## config.mk

```make
export PLATFORM = sky130hd
export DESIGN_NAME = ifetch_unit
export DESIGN_NICKNAME = d
export VERILOG_FILES = /design/src/rtl/ifetch_unit.sv
export SDC_FILE = /design/constraint.sdc
export NUM_CORES = 1
export LEC_CHECK = 0
export CAP_MARGIN = 20
export CELL_PAD_IN_SITES_DETAIL_PLACEMENT = 1
export CELL_PAD_IN_SITES_GLOBAL_PLACEMENT = 1
export CORE_MARGIN = 8
export CORE_UTILIZATION = 40
export CTS_BUF_LIST = sky130_fd_sc_hd__clkbuf_8
export DETAILED_ROUTE_END_ITERATION = 10
export DONT_BUFFER_PORTS = 1
export GPL_ROUTABILITY_DRIVEN = 0
export PLACE_DENSITY_LB_ADDON = 0.05
export SLEW_MARGIN = 20
export SYNTH_ARGS = -nofsm -noshare
export SYNTH_HDL_FRONTEND = slang
export SYNTH_SLANG_ARGS = --single-unit
```

## constraint.sdc

```tcl
create_clock -name clk -period 4.55 [get_ports clk]
set_input_delay 0.455 -clock clk [delete_from_list [all_inputs] [get_ports clk]]
set_output_delay 0.455 -clock clk [all_outputs]
set_load 0.05 [all_outputs]
```

## src/rtl/ifetch_unit.sv

```systemverilog
// -----------------------------------------------------------------------------
// ifetch_unit
//
// Instruction fetch stage. Owns the program counter and drives the address
// port of a synchronous-read instruction memory (one cycle read latency). The
// word coming back is presented to decode as {inst, inst_pc} over a
// valid/ready handshake. A single-entry skid buffer holds a returned word while
// decode stalls, so nothing in flight is lost. A redirect flushes the skid
// buffer and the in-flight fetch and restarts at the new address.
//
// Ports
//   clk             clock, all state updates on the rising edge
//   rst             synchronous reset, active-high
//   imem_addr       address to instruction memory (combinational)
//   imem_we         memory write enable, always 0
//   imem_dout       memory read data, valid one cycle after the address
//   halt            1 = issue no new fetches; pending words still drain
//   redirect_valid  taken branch/jump: flush and restart at redirect_pc
//   redirect_pc     restart address
//   inst_valid      inst/inst_pc valid to decode
//   inst_ready      decode accepts when inst_valid & inst_ready
//   inst            instruction word
//   inst_pc         address of inst
// -----------------------------------------------------------------------------
module ifetch_unit #(
    parameter int unsigned     AW     = 16,
    parameter int unsigned     DW     = 16,
    parameter logic [AW-1:0]   RST_PC = '0
) (
    input  logic          clk,
    input  logic          rst,
    output logic [AW-1:0] imem_addr,
    output logic          imem_we,
    input  logic [DW-1:0] imem_dout,
    input  logic          halt,
    input  logic          redirect_valid,
    input  logic [AW-1:0] redirect_pc,
    output logic          inst_valid,
    input  logic          inst_ready,
    output logic [DW-1:0] inst,
    output logic [AW-1:0] inst_pc
);

    localparam logic [AW-1:0] PC_ONE = AW'(1);

    // Next address to issue.
    logic [AW-1:0] pc_q;
    logic [AW-1:0] pc_d;
    // Fetch issued last cycle; its data is on imem_dout now.
    logic          req_v_q;
    logic          req_v_d;
    logic [AW-1:0] req_pc_q;
    logic [AW-1:0] req_pc_d;
    // Word held while decode is stalled.
    logic          skid_v_q;
    logic          skid_v_d;
    logic [AW-1:0] skid_pc_q;
    logic [AW-1:0] skid_pc_d;
    logic [DW-1:0] skid_inst_q;
    logic [DW-1:0] skid_inst_d;

    // A new fetch may go out only if nothing is parked in the skid buffer
    // and the word currently returning will be consumed this cycle.
    logic          issue;

    // The memory is only ever read; holding we low keeps its address register
    // updating every cycle.
    assign imem_we = 1'b0;

    // Issue decision; depends combinationally on inst_ready by design.
    always_comb begin
        issue = 1'b0;
        if (halt) begin
            issue = 1'b0;
        end else if (skid_v_q) begin
            issue = 1'b0;
        end else begin
            issue = ~req_v_q | inst_ready;
        end
    end

    // Memory address: reset vector, redirect target, or the current PC.
    always_comb begin
        imem_addr = pc_q;
        if (rst) begin
            imem_addr = RST_PC;
        end else if (redirect_valid) begin
            imem_addr = redirect_pc;
        end else begin
            imem_addr = pc_q;
        end
    end

    // Output mux: the skid buffer always holds the older word, so it wins.
    always_comb begin
        inst    = imem_dout;
        inst_pc = req_pc_q;
        if (skid_v_q) begin
            inst    = skid_inst_q;
            inst_pc = skid_pc_q;
        end else begin
            inst    = imem_dout;
            inst_pc = req_pc_q;
        end
    end

    // Valid to decode; suppressed during reset and in a redirect cycle so a
    // stale word can never be accepted.
    always_comb begin
        inst_valid = 1'b0;
        if (rst) begin
            inst_valid = 1'b0;
        end else if (redirect_valid) begin
            inst_valid = 1'b0;
        end else begin
            inst_valid = skid_v_q | req_v_q;
        end
    end

    // Next-state logic for PC, in-flight request and skid buffer.
    always_comb begin
        pc_d        = pc_q;
        req_v_d     = req_v_q;
        req_pc_d    = req_pc_q;
        skid_v_d    = skid_v_q;
        skid_pc_d   = skid_pc_q;
        skid_inst_d = skid_inst_q;

        if (redirect_valid) begin
            // Flush: drop the held word and whatever is returning now.
            skid_v_d = 1'b0;
            if (halt) begin
                req_v_d = 1'b0;
                pc_d    = redirect_pc;
            end else begin
                req_v_d  = 1'b1;
                req_pc_d = redirect_pc;
                pc_d     = redirect_pc + PC_ONE;
            end
        end else begin
            if (issue) begin
                req_v_d  = 1'b1;
                req_pc_d = pc_q;
                pc_d     = pc_q + PC_ONE;
            end else begin
                // The read result for pc_q is ignored; pc_q is re-issued later.
                req_v_d  = 1'b0;
                req_pc_d = req_pc_q;
                pc_d     = pc_q;
            end

            if (skid_v_q) begin
                // While the skid is full no fetch is issued, so req_v_q is 0
                // here and the buffer only needs to drain.
                if (inst_ready) begin
                    skid_v_d = 1'b0;
                end else begin
                    skid_v_d = 1'b1;
                end
            end else if (req_v_q && !inst_ready) begin
                // Returning word not taken: park it, the memory will not
                // hold it for us next cycle.
                skid_v_d    = 1'b1;
                skid_pc_d   = req_pc_q;
                skid_inst_d = imem_dout;
            end else begin
                skid_v_d = 1'b0;
            end
        end
    end

    // State registers with synchronous reset.
    always_ff @(posedge clk) begin
        if (rst) begin
            pc_q        <= RST_PC;
            req_v_q     <= 1'b0;
            req_pc_q    <= RST_PC;
            skid_v_q    <= 1'b0;
            skid_pc_q   <= RST_PC;
            skid_inst_q <= '0;
        end else begin
            pc_q        <= pc_d;
            req_v_q     <= req_v_d;
            req_pc_q    <= req_pc_d;
            skid_v_q    <= skid_v_d;
            skid_pc_q   <= skid_pc_d;
            skid_inst_q <= skid_inst_d;
        end
    end

endmodule

```

==> flow_summary.yaml, run 1 <==
status:
  status: "complete, no violations"
placed_design:
  dp_slack_ns: 2.196
  dp_hpwl_mm: 6.799
  postPlaceCellArea_um2: 3542
  port_buffers: 0
setup_path:
  setup.worst_path.start_class: "flop"
  slowest_stage: "dfxtp_2"
  crit_type: "reg -> out"
  worstPathMaxFanout: 37
  end_kind: "output port"
  cp.arrival_ns: 2.11
  crit_required_ns: 4.09
  crit_chain: "nor2_1 -> nor2_1"
  crit_top_cell: "nor2_1"
  crit_path_max_incr_delay_ns: 0.91
yosys:
  synth_seq_cells: 66
  synth_area_um2: 3515
  syn_area_per_cell_um2: 8.289
  synth_area_leaders: "dfxtp_1 (38%), mux2_2 (10%), nand2_1 (7.8%)"
  ys_seq_area_share_pct: 37.59
  synth_top_family_by_area: "simple AND/OR/NAND/NOR gates"
  synth_ff_type: "dfxtp_1"
  async_reset_ff_share_pct: 0
  synth_top_cell_area_share_pct: 37.59
  synth_xor_area_share_pct: 6.479
  ys_types: 41
  synth_simple_gate_area_share_pct: 22.50
  syn_nets: 463
  synth_top_area_cell: "dfxtp_1"
  synth_mux_area_share_pct: 15.09
  synth-compound-area-share_pct: 13.10
  synthCells: 424
  yosysWarnings: 0
  synth_edf_count: 0
  yosys.area_share.adder_pct: 0.7120
timing:
  tightest_slew_ns: 0.9640
  period_needed_ns: 2.566
  setup_viol: 0
  slew_violations: 0
  fmax_mhz: 389.7
  final.period_utilization_pct: 56.40
  relSlewSlack_pct: 35.49
  whs_ns: 0.1730
  tns_ns: 0
  rsz0062_at_grt: "false"
  skew_ns: 0.01038
  hold_violations: 0
  fin_ws_ns: 1.984
routing:
  viasPerCell: 5.519
  detail-route-antenna-nets: 0
  first_pass_iters: 4
  highest_layer: "met4"
  drc: 0
  wl_met3_um: 691
  routedWlPerCell_um: 18.73
  drt_iter0_markers: 146
  wl_met2_mm: 4.598
  wirelength_mm: 9.737
  num_vias: 2870
  met1_length_mm: 4.322
cts:
  post_cts_buffers: 0
  cts_hold_buf: 0
  clkLatencyLatePin_ns: 0.34
  cts-root-buf: "clkbuf_8"
  clock_sinks: 66
  post_cts_resize_count: 0
  h-tree-depth: 3
  cts_tree: "done"
  clk_pin_slew_ns: 0.08
  cts_buffers: 9
  clockBufferDepth: 2
layout:
  drive_gt1_share_pct: 14.08
  fillers: 1052
  area_growth_pct: 7.191
  post-route-cell-area_um2: 3767
  num-nets-final: 446
  diodes: 0
power:
  power.density_nw_per_um2: 386.3
  p_leak_nw: 1.341
  ir_worst_vdd_v: 0.0001809
  finalPower_mw: 1.455
die:
  initial_core_util_pct: 40.70
  num_rows: 34
  core-area_um2: 8636
  ioPinCount: 87
  die_w_um: 109.7
  die_y_um: 109.7
  dieArea_um2: 12040
global_routing:
  grt_pass1_wl_mm: 15.64
  grt_start_max_net_pins: 81
  grt_pass1_vias: 2955
  grt-ovfl-total: 0
  antenna_found_initial: 0
  grt_usage_pct: 16.48
worst_hold_path:
  hold_class: "in -> reg"
flow_run:
  max_cap_violations: 0
==> path summary, 6_finish.rpt <==
path | cells after the start | start | slack, ns | to
setup / recovery | 2 | skid_v_q$_SDFF_PP0_ | 1.98 | inst_valid
hold / removal | 1 | inst_ready | 0.17 | skid_v_q$_SDFF_PP0_
setup reg to reg | 5 | skid_v_q$_SDFF_PP0_ | 2.41 | pc_q[15]$_SDFFE_PP0P_
hold reg to reg | 2 | skid_inst_q[8]$_SDFFE_PP0P_ | 0.45 | skid_inst_q[8]$_SDFFE_PP0P_
==> layout by cell type (no fill, tap or decap), types with 6 or more instances in the layout <==
cell / instances
a211oi_1: 24
a21oi_1: 38
clkbuf_8: 9
dfxtp_1: 65
inv_1: 6
mux2_2: 32
mux2i_1: 17
nand2_1: 73
nand3_1: 9
nand4_1: 8
nor2_1: 47
nor3_1: 7
xnor2_1: 15
xor2_1: 11
==> cell usage after synthesis (2+ instances only) <==
cell type  instances
nand2_1           73
dfxtp_1           66
nor2_1            47
a21oi_1           38
mux2_2            32
a211oi_1          24
clkbuf_1          23
mux2i_1           17
xnor2_1           15
xor2_1            11
nand3_1            9
nand4_1            8
nor3_1             8
inv_1              6
a21o_1             5
buf_2              4
and3_1             3
nor2b_1            3
nor4_1             3
and4_1             2
buf_4              2
ha_1               2
nand2b_1           2
nand4b_1           2
o22ai_1            2
or3_1              2
==> kinds of logic (layout without fill, tap and decap cells) <==
group / after synthesis / count (layout)
AO/OA/AOI/OAI: 74 / 74
XOR/XNOR: 26 / 26
adder cells (fa/ha/maj): 2 / 2
buffers and inverters: 36 / 24
flip-flops: 66 / 66
multiplexers: 49 / 49
other: 1 / 1
AND/OR/NAND/NOR: 170 / 170
==> area by class of cell <==
class	count	area (um2)	share of cell area, %
well taps	108	135.1	3.587
flip-flops and latches	66	1323	35.10
repair buffers	2	15.01	0.3985
inverters	6	22.52	0.5978
clock inverters	7	100.1	2.657
multi-input cells	322	2048	54.37
clock buffers	9	123.9	3.288
==> report_power, final <==
part / switching (mW) / total [mW] / internal [mW]
combinational: 0.186 / 0.253 / 0.0671
clock: 0.253 / 0.566 / 0.313
sequential: 0.0280 / 0.636 / 0.608
total: 0.467 / 1.46 / 0.988
==> critical path, delay by kind of cell, from the launching register on <==
family        cells  cell delay (ns)
simple gates      2             0.86
flops             1             0.91
==> flip-flops by register name, summed over array words and instances, names as in the netlist <==
name	cells
pc_q	16
req_pc_q	16
req_v_q	1
skid_inst_q	16
skid_pc_q	16
skid_v_q	1
==> layer usage <==
layer  vias up  global-route usage [%]
met5         -                       0
met4         0                   5.689
met3        10                   3.517
met1      1344                   20.94
met2        75                   27.00
li1       1441                       -
==> stage by stage <==
| step | cells | util [%] |
|---|---|---|
| 2_1_floorplan | 424 | - |
| 3_3_place_gp | 504 | 41.02 |
| 3_5_place_dp | 504 | 41.02 |
| 4_1_cts | 520 | 43.61 |
| 5_1_grt | 520 | 43.63 |
| 6_report | 520 | 43.63 |
(Power assumes the default switching activity.)
==> run 2: changes to the inputs <==
Clock period 4.55 ns to 2.6 ns, I/O delays scaled along.
==> run 2 against run 1 <==
Die area stayed put; power is 71% higher; clock skew shrank 0.0032 ns; cell count is 3.8% higher; combinational power is 94% higher; cell area is 4.1% higher; non-clock buffer count increased by 20; global-route usage decreased by 0.092 points; routed wire length up 1.1%; clock power increased by 58%.
==> flow_summary.yaml, run 2 (synthesis results as in run 1) <==
global_routing:
  met3_usage_pct: 4.045
  grt_pass1_wl_mm: 15.48
  grt_pass1_vias: 2942
  gr-max-usage-layer: "met2"
  grt_usage_pct: 16.39
  grt_start_max_net_pins: 58
  grt-ovfl-total: 0
  met2_usage_pct: 26.66
  antenna_found_initial: 0
  met1_usage_pct: 20.70
power:
  ir_worst_vdd_v: 0.0002292
  finalPower_mw: 2.495
  p_leak_nw: 1.442
  power.density_nw_per_um2: 636.1
  netSwitchingPower_mw: 0.7982
  sw_frac_of_total_pct: 31.99
  pwr-share-clk_pct: 35.9
  power_frac_comb_pct: 19.7
  seqPwrFrac_pct: 44.4
  intPower_mw: 1.697
timing:
  setup_viol: 0
  slew_violations: 0
  final.period_utilization_pct: 74.12
  relSlewSlack_pct: 39.08
  fmax_mhz: 518.9
  tightest_slew_ns: 0.9105
  hold_violations: 0
  whs_ns: 0.02325
  fin_ws_ns: 0.6728
  skew_ns: 0.007160
  period_needed_ns: 1.927
  tns_ns: 0
  rsz0062_at_grt: "false"
setup_path:
  worstPathMaxFanout: 32
  cp.arrival_ns: 1.67
  crit_type: "reg -> out"
  end_kind: "output port"
  crit_required_ns: 2.34
  setup.worst_path.start_class: "flop"
layout:
  fillers: 1048
  layout.cells.non_filler: 540
  drive_gt1_share_pct: 17.59
  most-common-layout-cells: "nand2_1 (73), dfxtp_1 (65), nor2_1 (47)"
  layout_commonest_cell: "nand2_1"
  area_growth_pct: 11.61
  diodes: 0
  num-nets-final: 466
placed_design:
  dp_cells: 521
  dp_slack_ns: 0.7335
  port_buffers: 0
  dp_hpwl_mm: 6.871
die:
  die_w_um: 109.7
  num_rows: 34
  ioPinCount: 87
  dieArea_um2: 12040
  initial_core_util_pct: 40.70
  die_y_um: 109.7
  core-area_um2: 8636
cts:
  clockBufferDepth: 2
  post_cts_resize_count: 0
  cts_tree: "done"
  h-tree-depth: 3
  clkLatencyLatePin_ns: 0.34
  cts_buffers: 9
  clock_sinks: 66
  clk_pin_slew_ns: 0.07
  cts-root-buf: "clkbuf_8"
routing:
  drt_iter0_markers: 91
  first_pass_iters: 4
  num_vias: 2945
  routedWlPerCell_um: 18.24
  drc: 0
  viasPerCell: 5.454
  wirelength_mm: 9.847
  detail-route-antenna-nets: 0
status:
  status: "complete, no violations"
worst_hold_path:
  hold_class: "in -> reg"
flow_run:
  max_cap_violations: 0
-- run 2: changes by cell type in the layout (fill, tap and decap cells not counted), sizes merged --
cell         change
bufinv           -1
clkinvlp         +1
buf             +18
inv              -2
clkbuf           +2
dlygate4sd3      +2
-- run 2: path summary, 6_finish.rpt --
check	start	slack, ns	endpoint	cells after the start
max	skid_v_q$_SDFF_PP0_	0.67	inst_pc[14]	2
max reg2reg	skid_v_q$_SDFF_PP0_	0.83	pc_q[15]$_SDFFE_PP0P_	5
min reg2reg	skid_pc_q[2]$_SDFFE_PP0P_	0.45	skid_pc_q[2]$_SDFFE_PP0P_	2
min	redirect_valid	0.02	pc_q[1]$_SDFFE_PP0P_	1
-- run 2: area by class of cell --
type	instances	area, um2	area share (%)
multi-input cells	322	2048	52.22
repair buffers	22	190.2	4.848
well taps	108	135.1	3.445
clock buffers	11	151.4	3.860
flip-flops and latches	66	1323	33.72
clock inverters	5	52.55	1.340
inverters	6	22.52	0.5742
-- run 2: power by group through the flow --
stage	logic (mW)	registers (mW)	clock network [mW]
final	0.492	1.11	0.895
after global placement	0.472	1.13	0
after CTS	0.501	1.11	0.923
after global routing	0.527	1.12	0.968
after detailed placement	0.475	1.13	0
after floorplan	0.432	1.12	0
-- run 2: timing repair --
| action | 4_1_cts | 5_1_grt |
|---|---|---|
| hold buffers | 3 | 0 |
| setup buffers | 0 | 0 |
| hold endpoints to repair | 58 | 0 |
-- run 2: worst max-delay path, stage by stage, from the launching register on --
cell	delay, ns
dfxtp_2	0.39
buf_4	0.40
mux2_2	0.53
-- run 2: metrics by stage --
stage / instance area [um2] / utilization [%]
2_1_floorplan: 3515 / -
3_3_place_gp: 3670 / 42.49
3_5_place_dp: 3670 / 42.49
4_1_cts: 3921 / 45.41
5_1_grt: 3923 / 45.42
6_report: 3923 / 45.42
-- run 2: routing by layer --
| metal | up-vias | part of all wire (%) |
|---|---|---|
| li1 | 1478 | - |
| met1 | 1397 | 46 |
| met2 | 59 | 47 |
| met3 | 11 | 5.8 |
| met4 | 0 | 1.2 |
| met5 | - | 0 |
==> run 3: changes to the inputs <==
Clock period 2.6 ns to 1.6 ns, I/O delays scaled along.
==> run 3 against run 2 <==
Sequential power up 61%; hold slack worse by 0.0082 ns; register-to-register slack worse by 0.82 ns; power up 72%; first-iteration DRC count up 42%; routed wire length up 13%; cell count up 7.6%; critical path depth up 3; global-route usage up 1.4 points; critical path type is now reg -> reg.
==> flow_summary.yaml, run 3 (synthesis results as in run 1) <==
status:
  status: "complete, no violations"
layout:
  drive_gt1_share_pct: 23.89
  final-seq-area_um2: 1328
  multi_input_area_um2: 2182
  layout_commonest_cell: "nand2_1"
  fin_util_pct: 52.33
  fillers: 991
  area_growth_pct: 28.59
  diodes: 0
  num-nets-final: 508
  most-common-layout-cells: "nand2_1 (72), dfxtp_1 (63), nor2_1 (44)"
routing:
  drt_iter0_markers: 129
  wirelength_mm: 11.11
  first_pass_iters: 4
  num_vias: 3177
  viasPerCell: 5.468
  routedWlPerCell_um: 19.12
  drc: 0
  detail-route-antenna-nets: 0
timing:
  period_needed_ns: 1.590
  hold_violations: 0
  slew_violations: 0
  final.period_utilization_pct: 99.40
  whs_ns: 0.01505
  setup_viol: 0
  fmax_mhz: 628.8
  skew_ns: 0.009809
  rsz0062_at_grt: "true"
setup_path:
  cp.arrival_ns: 1.85
  rr_startpoint: "skid_v_q$_SDFF_PP0_"
  worstPathMaxFanout: 5
  ff2ff_path_depth: 5
  crit_required_ns: 1.86
  rrSetupSlack_ns: 0.01
  crit_chain: "nor2_2 -> nand3_1 -> or4b_1 -> xor2_1 -> a21oi_1"
  slowest_stage: "or4b_1"
  regToRegEndpoint: "pc_q[14]$_SDFFE_PP0P_"
  setup.worst_path.start_class: "flop"
  crit_type: "reg -> reg"
  crit_path_max_incr_delay_ns: 0.51
  end_kind: "flop"
cts:
  cts-root-buf: "clkbuf_8"
  clock_sinks: 66
  cts_buffers: 9
  clk_pin_slew_ns: 0.07
  h-tree-depth: 3
  clockBufferDepth: 2
  clkLatencyLatePin_ns: 0.33
  cts_tree: "done"
global_routing:
  grt_start_max_net_pins: 62
  grt-ovfl-total: 0
  grt_pass1_vias: 3262
  antenna_found_initial: 0
  grt_usage_pct: 17.83
  grt_pass1_wl_mm: 17.08
power:
  p_leak_nw: 1.690
  finalPower_mw: 4.289
  power.density_nw_per_um2: 949.1
  ir_worst_vdd_v: 0.0003362
flow_run:
  max_cap_violations: 0
die:
  die_w_um: 109.7
  initial_core_util_pct: 40.70
  num_rows: 34
  dieArea_um2: 12040
  core-area_um2: 8636
  die_y_um: 109.7
  ioPinCount: 87
placed_design:
  dp_hpwl_mm: 7.234
  port_buffers: 0
worst_hold_path:
  hold_path.startpoint: "redirect_pc[13]"
  min_to: "pc_q[15]$_SDFFE_PP0P_"
  min_path_cells: 2
  hold_class: "in -> reg"
## run 3: changes by cell type in the layout (fill, tap and decap cells not counted), sizes merged
cell	delta
clkbuf	-1
dlygate4sd3	+19
bufinv	+1
inv	+1
clkinvlp	+2
clkinv	-3
buf	+22
## run 3: power by group
part	internal, mW	total (mW)	switching [mW]
Combinational	0.336	0.954	0.619
Clock	0.874	1.54	0.668
Sequential	1.73	1.79	0.0653
## run 3: worst max-delay path: cells and delay by family (launching register included)
family	cells	cell delay, ns
DFF	1	0.38
and+or+nand+nor	3	0.83
xor gates and xnor gates	1	0.16
AOI/OAI and AO/OA	1	0.15
## run 3: timing repair
item	4_1_cts	5_1_grt
setup buffers	0	4
hold buffers	22	0
endpoints found under the setup margin	35	37
hold endpoints to repair	64	0
gates resized for setup	8	25
cloned	0	1
pin swaps	0	25
## run 3: area by class of cell
type                       instances  share of cell area [%]
clock inverter                     6                   2.021
clock buffer                       9                   2.741
multi-input combinational        322                   48.28
inverter                           6                  0.4983
tap                              108                   2.990
timing repair buffer              64                   14.09
sequential                        66                   29.37
## run 3: worst max-delay path by stage
stage	start	endpoint	slack, ns
floorplan	redirect_valid	imem_addr[10]	0.01
global placement	pc_q[0]$_SDFFE_PP0P_	pc_q[10]$_SDFFE_PP0P_	-0.02
detailed placement	pc_q[1]$_SDFFE_PP0P_	pc_q[10]$_SDFFE_PP0P_	-0.03
CTS	skid_v_q$_SDFF_PP0_	pc_q[14]$_SDFFE_PP0P_	-0.03
global route	skid_v_q$_SDFF_PP0_	pc_q[6]$_SDFFE_PP0P_	-0.12
finish	skid_v_q$_SDFF_PP0_	pc_q[14]$_SDFFE_PP0P_	0.01
## run 3: metrics by stage
step / setup slack (ns) / setup TNS (ns) / instances / cell area [um2]
floorplan: 0.01483 / 0 / 424 / 3520
global placement: -0.01829 / -0.01829 / 539 / 3872
detailed placement: -0.02887 / -0.03854 / 539 / 3872
CTS: -0.03384 / -0.7770 / 576 / 4357
global route: -0.1160 / -0.4837 / 581 / 4519
finish: 0.009557 / 0 / 581 / 4519
## run 3: routing by layer
layer	up-vias	GRT usage, %	wire (um)
li1	1558	-	-
met1	1537	22.20	4880
met2	72	29.84	5410
met3	10	4.338	700
met4	0	5.111	116
met5	-	0	0
==> edit, RTL diff (flow settings as in run 3) <==
Make the reset (`rst`) asynchronous in one clocked block. Comments in the files are not updated.
--- a/src/rtl/ifetch_unit.sv
+++ b/src/rtl/ifetch_unit.sv
@@ -172,3 +172,3 @@
     // State registers with synchronous reset.
-    always_ff @(posedge clk) begin
+    always_ff @(posedge clk or posedge rst) begin
         if (rst) begin
Behaviour: differs if rst is asserted again (counterexample within 4 cycles, from zero or initial values and one cycle with rst high); with rst held inactive, the same outputs for 4 cycles.
==> edit against run 3 <==
  * The flow now finishes with violations (setup timing)
  * Setup slack lost 0.076 ns
  * Cell area up 12%
  * Sequential cell count unchanged
  * Global-route usage increased by 0.17 points
  * Die area increased by 7.8%
  * Area after synthesis grew 9.2%
  * Routed wire length up 1.7%
  * Core utilization grew 2.3 points
  * Highest routed layer unchanged
Power is not compared: it rests on default switching activity, and its combinational part moved more than twofold at a synthesized area within 25%.
==> edit: results (changes against run 3) <==
stage	metric	value	unit	change
placement	hpwlAfterDp	7460	um	+3.2%
synth	synth_cell_types	43		+4.9%
critical_path	worstPathMaxFanout	8		+3
placement	dpl_worst_slack	0.00916	ns	+0.0380 ns
global_routing	grt_pass1_vias	3293		+0.95%
placement	place.port_buffers	0		unchanged
route	drtIter0Drc	115		-11%
outcome	status	complete, but fails checks		
clocking	cts_buffers	9		unchanged
timing	setup_tns	-1.59	ns	-1.59 ns
power_and_ir_drop	irDropWorstVdd	0.000607	V	
global_routing	grt_first_pass_wirelength	18200	um	+6.6%
timing	clock_skew	0.0117	ns	+0.00184 ns
final_layout	antennaDiodeCount	0		unchanged
global_routing	grtUsageTotal	18.0	%	+0.17 points
route	postRouteAntennaNets	0		unchanged
global_routing	grt_max_degree	65		+4.8%
timing	setup_ws	-0.0663	ns	-0.0759 ns
clocking	cts.clk_slew.worst_paths	0.08	ns	
synth	synth_top_cells_by_count	66 x dfrtp_1, 62 x mux2_2, 25 x a21oi_1		
placement	placed_cell_area	4220	sq um	+8.9%
final_layout	nNetsFinal	449		-12%
final_layout	nFillCells	991		unchanged
critical_path	crit_arrival	1.51	ns	-0.34 ns
outcome	violations	setup timing		
power_and_ir_drop	switchingPower	2.09	mW	
synth	synthTopCellsByArea	dfrtp_1 43%, mux2_2 18%, nor2b_1 3.7%, a21oi_1 3.3%, mux2i_1 3.1%		
route	dr_total_vias	2957		-6.9%
route	detail_route.wl_per_cell	20.8	um	+8.7%
final_layout	fin_util	54.6	%	+2.3 points
final_layout	drive_gt1_share	39.3	%	+15 points
power_and_ir_drop	leakagePower	2.08	nW	
timing	setup_violations	34		+34
clocking	clock_latency	0.35	ns	+0.02 ns
route	firstDrtPassIters	4		unchanged
synth	seq_area_frac_synth	43.0	%	+5.4 points
synth	async_flop_share	100	%	+100 points
synth	synthesis.nets	393		-15%
edit: power groups by stage:
stage | clock network, mW | registers (mW) | logic [mW]
after floorplan | 0 | 2.22 | 1.42
after global placement | 0 | 2.27 | 1.66
after detailed placement | 0 | 2.30 | 1.68
after CTS | 1.84 | 2.28 | 1.89
after global routing | 1.90 | 2.35 | 2.06
final | 1.79 | 2.30 | 1.93
edit: area by class of cell:
cell class	instances	share of cell area [%]
inverter	7	0.592
multi-input combinational	258	44.9
timing repair buffer	68	13.8
clock inverter	6	2.22
tap	129	3.18
sequential	66	32.6
clock buffer	10	2.71
edit: per-stage QoR:
stage,hold WS [ns],instances
floorplan,0.226,354
global placement,-0.0675,499
detailed placement,-0.0672,499
CTS,0.00457,541
global route,0.00857,544
finish,0.0180,544
edit: worst max-delay path, stage by stage, from the launching register on:
cell and delay (ns):
dfrtp_2 0.43, buf_12 0.16, clkbuf_16 0.17, mux2_4 0.39
edit: repair_timing:
action / CTS / global route
pin swaps: 4 / 4
cloned: 2 / 1
hold endpoints to repair: 92 / 0
buffers inserted: 2 / 2
endpoints found under the setup margin: 41 / 54
hold buffers: 22 / 0
resized for setup: 46 / 26
edit: worst paths after layout:
check                                                from                        end  slack [ns]  cells past startpoint
worst max-delay path                   skid_v_q$_DFF_PP0_                   inst[15]       -0.07                      3
max in group asynchronous                             rst         skid_v_q$_DFF_PP0_        0.84                      3
worst max register to register         skid_v_q$_DFF_PP0_       pc_q[11]$_DFFE_PP0P_       -0.05                      5
worst min register to register  skid_pc_q[10]$_DFFE_PP0P_  skid_pc_q[10]$_DFFE_PP0P_        0.51                      1
min in group asynchronous                             rst        pc_q[6]$_DFFE_PP0P_        0.19                      2
worst min-delay path                       redirect_pc[0]        pc_q[0]$_DFFE_PP0P_        0.02                      3
edit: logic make-up (layout without fill, tap and decap cells):
kind of cell,after synthesis,count (layout),share of synthesized area [%]
xor+xnor,19,19,4.34
other cells,1,1,0.0977
simple gates,111,111,18.6
fa+ha+maj,2,2,0.652
mux,76,76,21.9
flops,66,66,43.0
buf+inv,30,91,3.98
compound gates,49,49,7.37
edit: layer usage:
metal	track usage, %	up-vias	wire (um)	share of wire, %
met5	0	-	0	0
met4	5.32	0	117	1.0
met1	21.2	1512	4760	42
met2	30.4	58	5710	51
li1	-	1378	-	-
met3	5.92	9	709	6.3
